**src/rtl/pulse_period_meter_if.sv**
```systemverilog
// Result bus of the pulse period meter: measured period with valid/ready handshake plus status flags.
// PULSE_METER_CHECK_EN adds the target-period input and the mismatch flag.
interface pulse_period_meter_if #(
    parameter int N = 8
);
    logic [N-1:0] period;
    logic         period_valid;
    logic         period_ready;
    logic         timeout;
    logic         overrun;
`ifdef PULSE_METER_CHECK_EN
    logic [N-1:0] expected;
    logic         mismatch;
`endif

    modport master (
        output period,
        output period_valid,
        input  period_ready,
        output timeout,
        output overrun
`ifdef PULSE_METER_CHECK_EN
        ,
        input  expected,
        output mismatch
`endif
    );

    modport slave (
        input  period,
        input  period_valid,
        output period_ready,
        input  timeout,
        input  overrun
`ifdef PULSE_METER_CHECK_EN
        ,
        output expected,
        input  mismatch
`endif
    );
endinterface

```
**src/rtl/pulse_period_meter.sv**
```systemverilog
// Measures cycles between consecutive pulse events; period/valid registered, visible the cycle after the event.
// Result held while valid && !ready; a capture over an unaccepted result sets sticky overrun. Option: PULSE_METER_CHECK_EN.
module pulse_period_meter #(
    parameter int N = 8
) (
    input  logic                 clk,
    input  logic                 rst,
    input  logic                 ena,
    input  logic                 in,
    pulse_period_meter_if.master pm
);
    typedef enum logic [1:0] {
        IDLE,
        WAIT_FIRST,
        MEASURE
    } state_t;

    localparam logic [N-1:0] CNT_MAX = '1;
    localparam logic [N-1:0] CNT_ONE = N'(1);

    state_t       state, state_nxt;
    logic [N-1:0] count, count_nxt;
    logic [N-1:0] period_q, period_nxt;
    logic         valid_q, valid_nxt;
    logic         timeout_q, timeout_nxt;
    logic         overrun_q, overrun_nxt;
    logic         capture;
`ifdef PULSE_METER_CHECK_EN
    logic         mismatch_q, mismatch_nxt;
`endif

    always_comb begin
        state_nxt   = state;
        count_nxt   = count;
        period_nxt  = period_q;
        valid_nxt   = valid_q;
        timeout_nxt = 1'b0;
        overrun_nxt = overrun_q;
        capture     = 1'b0;

        if (valid_q && pm.period_ready)
            valid_nxt = 1'b0;

        // Disabling drops any in-flight measurement but leaves the result handshake alive.
        if (!ena) begin
            state_nxt = IDLE;
            count_nxt = '0;
        end else begin
            case (state)
                IDLE: state_nxt = WAIT_FIRST;
                WAIT_FIRST: begin
                    if (in) begin
                        count_nxt = CNT_ONE;
                        state_nxt = MEASURE;
                    end
                end
                MEASURE: begin
                    if (in) begin
                        capture   = 1'b1;
                        count_nxt = CNT_ONE;
                    end else if (count == CNT_MAX) begin
                        timeout_nxt = 1'b1;
                        count_nxt   = '0;
                        state_nxt   = WAIT_FIRST;
                    end else begin
                        count_nxt = count + CNT_ONE;
                    end
                end
                default: state_nxt = IDLE;
            endcase
        end

        // A capture coinciding with an accept simply replaces the result.
        if (capture) begin
            period_nxt = count;
            valid_nxt  = 1'b1;
            if (valid_q && !pm.period_ready)
                overrun_nxt = 1'b1;
        end
    end

`ifdef PULSE_METER_CHECK_EN
    always_comb begin
        mismatch_nxt = mismatch_q;
        if (capture)
            mismatch_nxt = (count != pm.expected);
    end
`endif

    always_ff @(posedge clk) begin
        if (rst) begin
            state     <= IDLE;
            count     <= '0;
            period_q  <= '0;
            valid_q   <= 1'b0;
            timeout_q <= 1'b0;
            overrun_q <= 1'b0;
`ifdef PULSE_METER_CHECK_EN
            mismatch_q <= 1'b0;
`endif
        end else begin
            state     <= state_nxt;
            count     <= count_nxt;
            period_q  <= period_nxt;
            valid_q   <= valid_nxt;
            timeout_q <= timeout_nxt;
            overrun_q <= overrun_nxt;
`ifdef PULSE_METER_CHECK_EN
            mismatch_q <= mismatch_nxt;
`endif
        end
    end

    assign pm.period       = period_q;
    assign pm.period_valid = valid_q;
    assign pm.timeout      = timeout_q;
    assign pm.overrun      = overrun_q;
`ifdef PULSE_METER_CHECK_EN
    assign pm.mismatch     = mismatch_q;
`endif
endmodule

```
**src/flat_wrapper.sv**
```systemverilog
// flat-port wrapper written by rule: the top's interface ports become plain ports
module pulse_period_meter_flat 
#(
    parameter int N = 8
)
  (clk, rst, ena, in, pm_period, pm_period_valid, pm_period_ready, pm_timeout, pm_overrun);
  pulse_period_meter_if #(.N(N)) pm_i ();
  input  logic clk;
  input  logic rst;
  input  logic ena;
  input  logic in;
  output wire logic [$bits(pm_i.period)-1:0] pm_period;
  output wire logic [$bits(pm_i.period_valid)-1:0] pm_period_valid;
  input wire logic [$bits(pm_i.period_ready)-1:0] pm_period_ready;
  output wire logic [$bits(pm_i.timeout)-1:0] pm_timeout;
  output wire logic [$bits(pm_i.overrun)-1:0] pm_overrun;
  assign pm_period = pm_i.period;
  assign pm_period_valid = pm_i.period_valid;
  assign pm_i.period_ready = pm_period_ready;
  assign pm_timeout = pm_i.timeout;
  assign pm_overrun = pm_i.overrun;
  pulse_period_meter #(.N(N)) u_core (.clk(clk), .rst(rst), .ena(ena), .in(in), .pm(pm_i));
endmodule
```
**config.mk**
```make
export PLATFORM = sky130hd
export DESIGN_NAME = pulse_period_meter_flat
export DESIGN_NICKNAME = d
export VERILOG_FILES = /design/src/rtl/pulse_period_meter_if.sv /design/src/rtl/pulse_period_meter.sv /design/src/flat_wrapper.sv
export SDC_FILE = /design/constraint.sdc
export NUM_CORES = 1
export LEC_CHECK = 0
export ABC_CLOCK_PERIOD_IN_PS = 3350
export BUFFER_PORTS_ARGS = -buffer_cell sky130_fd_sc_hd__clkbuf_2
export CAP_MARGIN = 20
export CORE_UTILIZATION = 45
export CTS_CLUSTER_SIZE = 24
export DETAILED_ROUTE_END_ITERATION = 8
export PLACE_DENSITY_LB_ADDON = 0.05
export SYNTH_ARGS = -nofsm -noshare
export SYNTH_HDL_FRONTEND = slang
export SYNTH_SLANG_ARGS = --single-unit
```
**constraint.sdc**
```tcl
create_clock -name clk -period 3.35 [get_ports clk]
set_input_delay 0.5025 -clock clk [delete_from_list [all_inputs] [get_ports clk]]
set_output_delay 0.5025 -clock clk [all_outputs]
set_load 0.005 [all_outputs]
```
# Yosys cells after proc, flatten, opt, wreduce, memory -nomap -nowiden
# Index checks and enable logic that the tools add are counted.
[totals] input_bits=5 word_cells=40 ff_bits=21
[classes] bitwise_logic=2 eq_ne=6 n_mux=14 addsub=1 n_reduce_logical=11
[ops] operator="$mux W8" count=3
[ops] operator="$pmux W8 S2" count=1
[ops] operator="$add A8 B1 Y8 const B" count=1
[ops] operator="$eq A8 B8 Y1 const B" count=1
[ops] operator="$mux W1" count=6
[ops] operator="$mux W2" count=3
[ops] operator="$pmux W2 S3" count=1
[ops] operator="$ne A2 B2 Y1 const B" count=2
[ops] operator="$reduce_and A2 Y1" count=2
[ops] operator="$reduce_bool A2 Y1" count=2
[ops] operator="$reduce_or A4 Y1" count=1
[ops] operator="$reduce_and A3 Y1" count=1
[ops] operator="$eq A2 B1 Y1 const B" count=1
[ops] operator="$eq A2 B2 Y1 const B" count=1
[ops] operator="$logic_and A1 B1 Y1" count=2
[ops] operator="$logic_not A2 Y1" count=1
[ops] operator="$ne A2 B1 Y1 const B" count=1
[ops] operator="$not A1 Y1" count=2
[ops] operator="$reduce_or A2 Y1" count=1
[ops] operator="$logic_not A1 Y1" count=1

# Logic depth before layout (Yosys ltp)
[depth] ltp_word=4 depth_mapped=5 depth_no_buf=5

# Worst setup path before layout
# Ideal clock, no wire load.
[synth_path] kind="register -> register" from="register u_core.count[0]" to="register u_core.count[3]" synth_period_minus_slack_ns=1.258 path_buffers=0 path_stages_with_launch=6 arrival_time_ns=1.134 setup_ns=0.124 path_slack_ns=2.092 cell_sequence="dfxtp_1 > ha_1 > and3_1 > a21oi_1 > o21bai_1 > nor2_1"
[synth_between] elab_chain_len=4
[synth_rtl] element="start, declared" line_no="pulse_period_meter.sv:22" text="logic [N-1:0] count, count_nxt;"
[synth_rtl] element="start signal, assigned" line_no="pulse_period_meter.sv:103" text="count <= count_nxt;"
[synth_rtl] element="$add A8 B1 Y8 / $eq A8 B8 Y1 (equally long branches)" line_no="pulse_period_meter.sv:66, pulse_period_meter.sv:61"
[synth_rtl] element="$mux W8 *" line_no="pulse_period_meter.sv:61" text="end else if (count == CNT_MAX) begin"
[synth_rtl] element="$mux W8 *" line_no="pulse_period_meter.sv:58" text="if (in) begin"
[synth_rtl] element="$pmux W8 S2 *" line_no="pulse_period_meter.sv:49" text="case (state)"
# Mark *: on every way between the ends. The rest lies on a longest branch, timed or not.
# A chain may end at the register's enable or synchronous reset.

# Worst setup path in the final report
[layout_path] from="register u_core.count[0]" to="register u_core.count[7]"
# Same word-level chain as after synthesis.

==> Flow_metrics.wiki <==
{| class="wikitable"
! Metric !! Value
|-
| Status || finished clean
|-
| Multiplexer area fraction after synthesis || 1.16%
|-
| Vias in the first global route || 737
|-
| Number of register bits inferred by synthesis || 21
|-
| I/O Buffers || 15
|-
| Type of element capturing the critical path || register
|-
| Fmax || 651 MHz
|-
| Number of post-CTS setup repair buffers || 0
|-
| Setup skew after layout || ~0.0023 ns
|-
| Wire length of the first global-routing pass || 3330 um
|-
| Post-synthesis compound-gate area fraction || 21.2%
|-
| Total via count after detailed routing || between 800 and 900
|-
| Min-delay worst type || reg2reg
|-
| Category of the worst setup path launch point || register
|-
| Count of nets after finishing || 137
|-
| DIE WIDTH || approximately 49 um
|-
| Post-cts hold buffer count || 0
|-
| Overall die height || around 49 um
|-
| Standard-cell rows || 16
|-
| Max IR drop VDD || 0.260 mV
|-
| Number of max-capacitance violations reported || 0
|-
| Last weighted congestion value of the routability-driven placer || 0.777
|-
| Fraction of the mapped netlist area in simple logic gates || 27.4%
|-
| Max-slew headroom at the worst pin || 67.6%
|-
| Post-route minimum period || 1.54 ns
|-
| Clk pin slew, worst setup/hold paths || 0.11 ns
|-
| Leakage power || 0.000386 uW
|-
| Unrepaired setup endpoints after global routing || no
|-
| Met2 demand-to-capacity share in global routing || 27.0%
|-
| Required time worst endpoint || ~3.5 ns
|-
| Cts repair resizes || 0
|-
| Transition at the pin with the smallest max-transition slack || 0.485 ns
|-
| Antenna diode count || 0
|-
| Maximum cell stage delay along the critical path || 0.46 ns
|-
| Number of detailed-routing iterations run before antenna repair || 4
|-
| YS warnings || 0
|-
| Die Outline Area || 0.00235 mm2
|-
| Later-pin clock latency in the skew report || 0.30 ns
|-
| Buffer cell driving the clock tree root || sky130_fd_sc_hd__clkbuf_4
|-
| HPWL Detailed || 1360 um
|-
| Initial DRC Count || 9
|-
| Number of levels in the clock H-tree || 1
|-
| Worst path bufs/invs || 0
|-
| Critical Path Fanout Max || 6
|-
| Grt total ovfl || 0
|-
| Avg Inst Size Synth || between 8 and 9 um2
|-
| Ratio of cells with drive above 1 in the final layout || 21.5%
|-
| Sequential fraction of the synthesis area || a little over two fifths
|-
| Combinational family with the most area after synthesis || simple AND/OR/NAND/NOR gates
|-
| CP arrival || 1.73 ns
|-
| TritonCTS clock tree || done
|-
| Clock buffers created by TritonCTS || 3
|-
| Adder-Cell Fraction of Synth Area || 1.29%
|-
| Final setup TNS || 0 ns
|-
| # DRC || 0
|-
| Wirelength per Cell || 12.1 um
|-
| Layer with the highest usage || met2
|-
| Power density normalized to cell area || 364 mW/mm2
|-
| Overall power of the completed layout || 396 uW
|-
| Average via count per standard cell || 5.36
|-
| Number of clock sinks seen by CTS || 21
|-
| Growth of design area from synthesis to finish || 11.8%
|-
| Number of endpoints failing setup at the final stage || 0
|-
| Endpoints failing hold || 0
|-
| Clk buf depth || 2
|-
| I/O pin count || 16
|-
| Detailed Route WL || 1910 um
|-
| Effective utilization at floorplan || 48.6%
|-
| Post-route ant nets || 0
|-
| CP cell instances || ha_1 > and3_1 > a21oi_1 > o21bai_1 > nor2_1
|-
| Gr usage total || between 10% and 20%
|-
| Cell type group with the largest total delay on the critical path || flip-flops
|-
| Maximum number of pins on one net before global-route repair || 17
|-
| Antenna violations before repair || 0
|-
| Final Max Tran Viols || 0
|-
| Core area || 0.00200 mm2
|-
| Met1 usage in global routing || 24.4%
|-
| Distinct cells, synth || 31
|-
| Met3 usage || 4.09%
|-
| Area of the mapped netlist || a little under 0.001 mm2
|-
| Cell with the largest stage delay on the worst path || sky130_fd_sc_hd__dfxtp_1
|-
| Post-Syn Instances || ~120
|-
| Synthesized net count || 122
|-
| Worst Setup Path Type || reg2reg
|-
| Fin crit share || about 46%
|-
| XOR/XNOR Fraction of Synth Area || 3.60%
|}
-- where the power goes --
part           switching (uW)  leakage [uW]  internal (uW)
Combinational            12.5      0.000198           8.50
Clock                    75.5     0.0000177           44.5
Sequential               4.26      0.000169            251
Total                    92.3      0.000386            304
-- worst min-delay path, stage by stage (launching register included) --
cell and delay [ns]:
sky130_fd_sc_hd__dfxtp_1 0.33, sky130_fd_sc_hd__nand2_1 0.05, sky130_fd_sc_hd__a21oi_1 0.05
-- cells by family after synthesis --
group,Yosys count
DFF,21
adders and majority gates,1
AOI/OAI and AO/OA,33
muxes,1
and+or+nand+nor,51
buffers and inverters,5
xor gates and xnor gates,4
-- flip-flops by register name, summed over array words and instances (netlist names) --
name                    flops
u_core.pm.timeout           1
u_core.state                2
u_core.pm.period            8
u_core.pm.period_valid      1
u_core.count                8
u_core.pm.overrun           1
-- final timing paths --
path                                          start             endpoint  slack, ns  depth (start not counted)
worst max-delay path                u_core.count[0]      u_core.count[7]       1.81                          5
worst min-delay path            u_core.pm.period[0]  u_core.pm.period[0]       0.46                          2
worst max register to register      u_core.count[0]      u_core.count[7]       1.81                          5
worst min register to register  u_core.pm.period[0]  u_core.pm.period[0]       0.46                          2
-- layout make-up --
cell class / instances / area [um2]
clock buffers: 3 / 22.5
clock inverters: 1 / 5.00
fillers: 209 / 913
multi-input cells: 90 / 532
flip-flops and latches: 21 / 420
well taps: 27 / 33.8
repair buffers: 15 / 75.1
-- synth_stat cells --
library cell	number	share of area, %
sky130_fd_sc_hd__nor4_1	1	0.64
sky130_fd_sc_hd__a2111oi_4	1	2.8
sky130_fd_sc_hd__nand3_1	2	1.0
sky130_fd_sc_hd__o21ba_2	2	2.1
sky130_fd_sc_hd__and3_1	2	1.3
sky130_fd_sc_hd__mux2_2	1	1.2
sky130_fd_sc_hd__dfxtp_1	21	43
sky130_fd_sc_hd__clkbuf_1	2	0.77
sky130_fd_sc_hd__buf_2	2	1.0
sky130_fd_sc_hd__and2b_2	1	0.90
sky130_fd_sc_hd__nand3b_4	1	2.1
sky130_fd_sc_hd__or3_1	1	0.64
sky130_fd_sc_hd__a31oi_1	1	0.64
sky130_fd_sc_hd__nand2b_1	2	1.3
sky130_fd_sc_hd__nand3_2	1	1.0
sky130_fd_sc_hd__nand2_1	24	9.3
sky130_fd_sc_hd__and2_2	1	0.77
sky130_fd_sc_hd__o21bai_1	1	0.77
sky130_fd_sc_hd__ha_1	1	1.3
sky130_fd_sc_hd__o31ai_1	1	0.77
sky130_fd_sc_hd__and2_1	1	0.64
sky130_fd_sc_hd__a211oi_1	1	0.77
sky130_fd_sc_hd__nor4b_1	1	0.90
sky130_fd_sc_hd__a21oi_1	21	11
sky130_fd_sc_hd__nand2b_4	1	1.4
sky130_fd_sc_hd__buf_1	1	0.39
sky130_fd_sc_hd__nor3b_1	1	0.77
sky130_fd_sc_hd__o21ai_0	5	2.6
sky130_fd_sc_hd__and4_1	1	0.90
sky130_fd_sc_hd__nor2_1	10	3.9
sky130_fd_sc_hd__xnor2_1	4	3.6
-- layer usage --
metal | up-vias | part of all wire, %
met2 | 20 | 42
met3 | 6 | 4.0
met1 | 385 | 52
li1 | 431 | -
met4 | 0 | 2.0
met5 | - | 0
-- cell usage in the layout, fill, tap and decap left out, drive strengths merged, types with 2 or more instances in the layout --
cell type and count:
a21oi 21, and3 2, nor2 10, nand3 3, clkbuf 18, nand2 24, and2 2, xnor2 4
o21ba 2, dfxtp 21, o21ai 5, nand2b 3
-- through the flow --
| stage | setup slack [ns] | util, % | instance area, um2 | std cells | hold WS (ns) |
|---|---|---|---|---|---|
| floorplan | 2.09 | - | 973 | 116 | 0.453 |
| global route | 1.66 | 54.4 | 1090 | 157 | 0.480 |
| global placement | 1.76 | 53.0 | 1060 | 153 | 0.443 |
| detailed placement | 1.70 | 53.0 | 1060 | 153 | 0.447 |
| finish | 1.81 | 54.4 | 1090 | 157 | 0.463 |
| CTS | 1.82 | 54.4 | 1090 | 157 | 0.464 |
(Power assumes the default switching activity.)
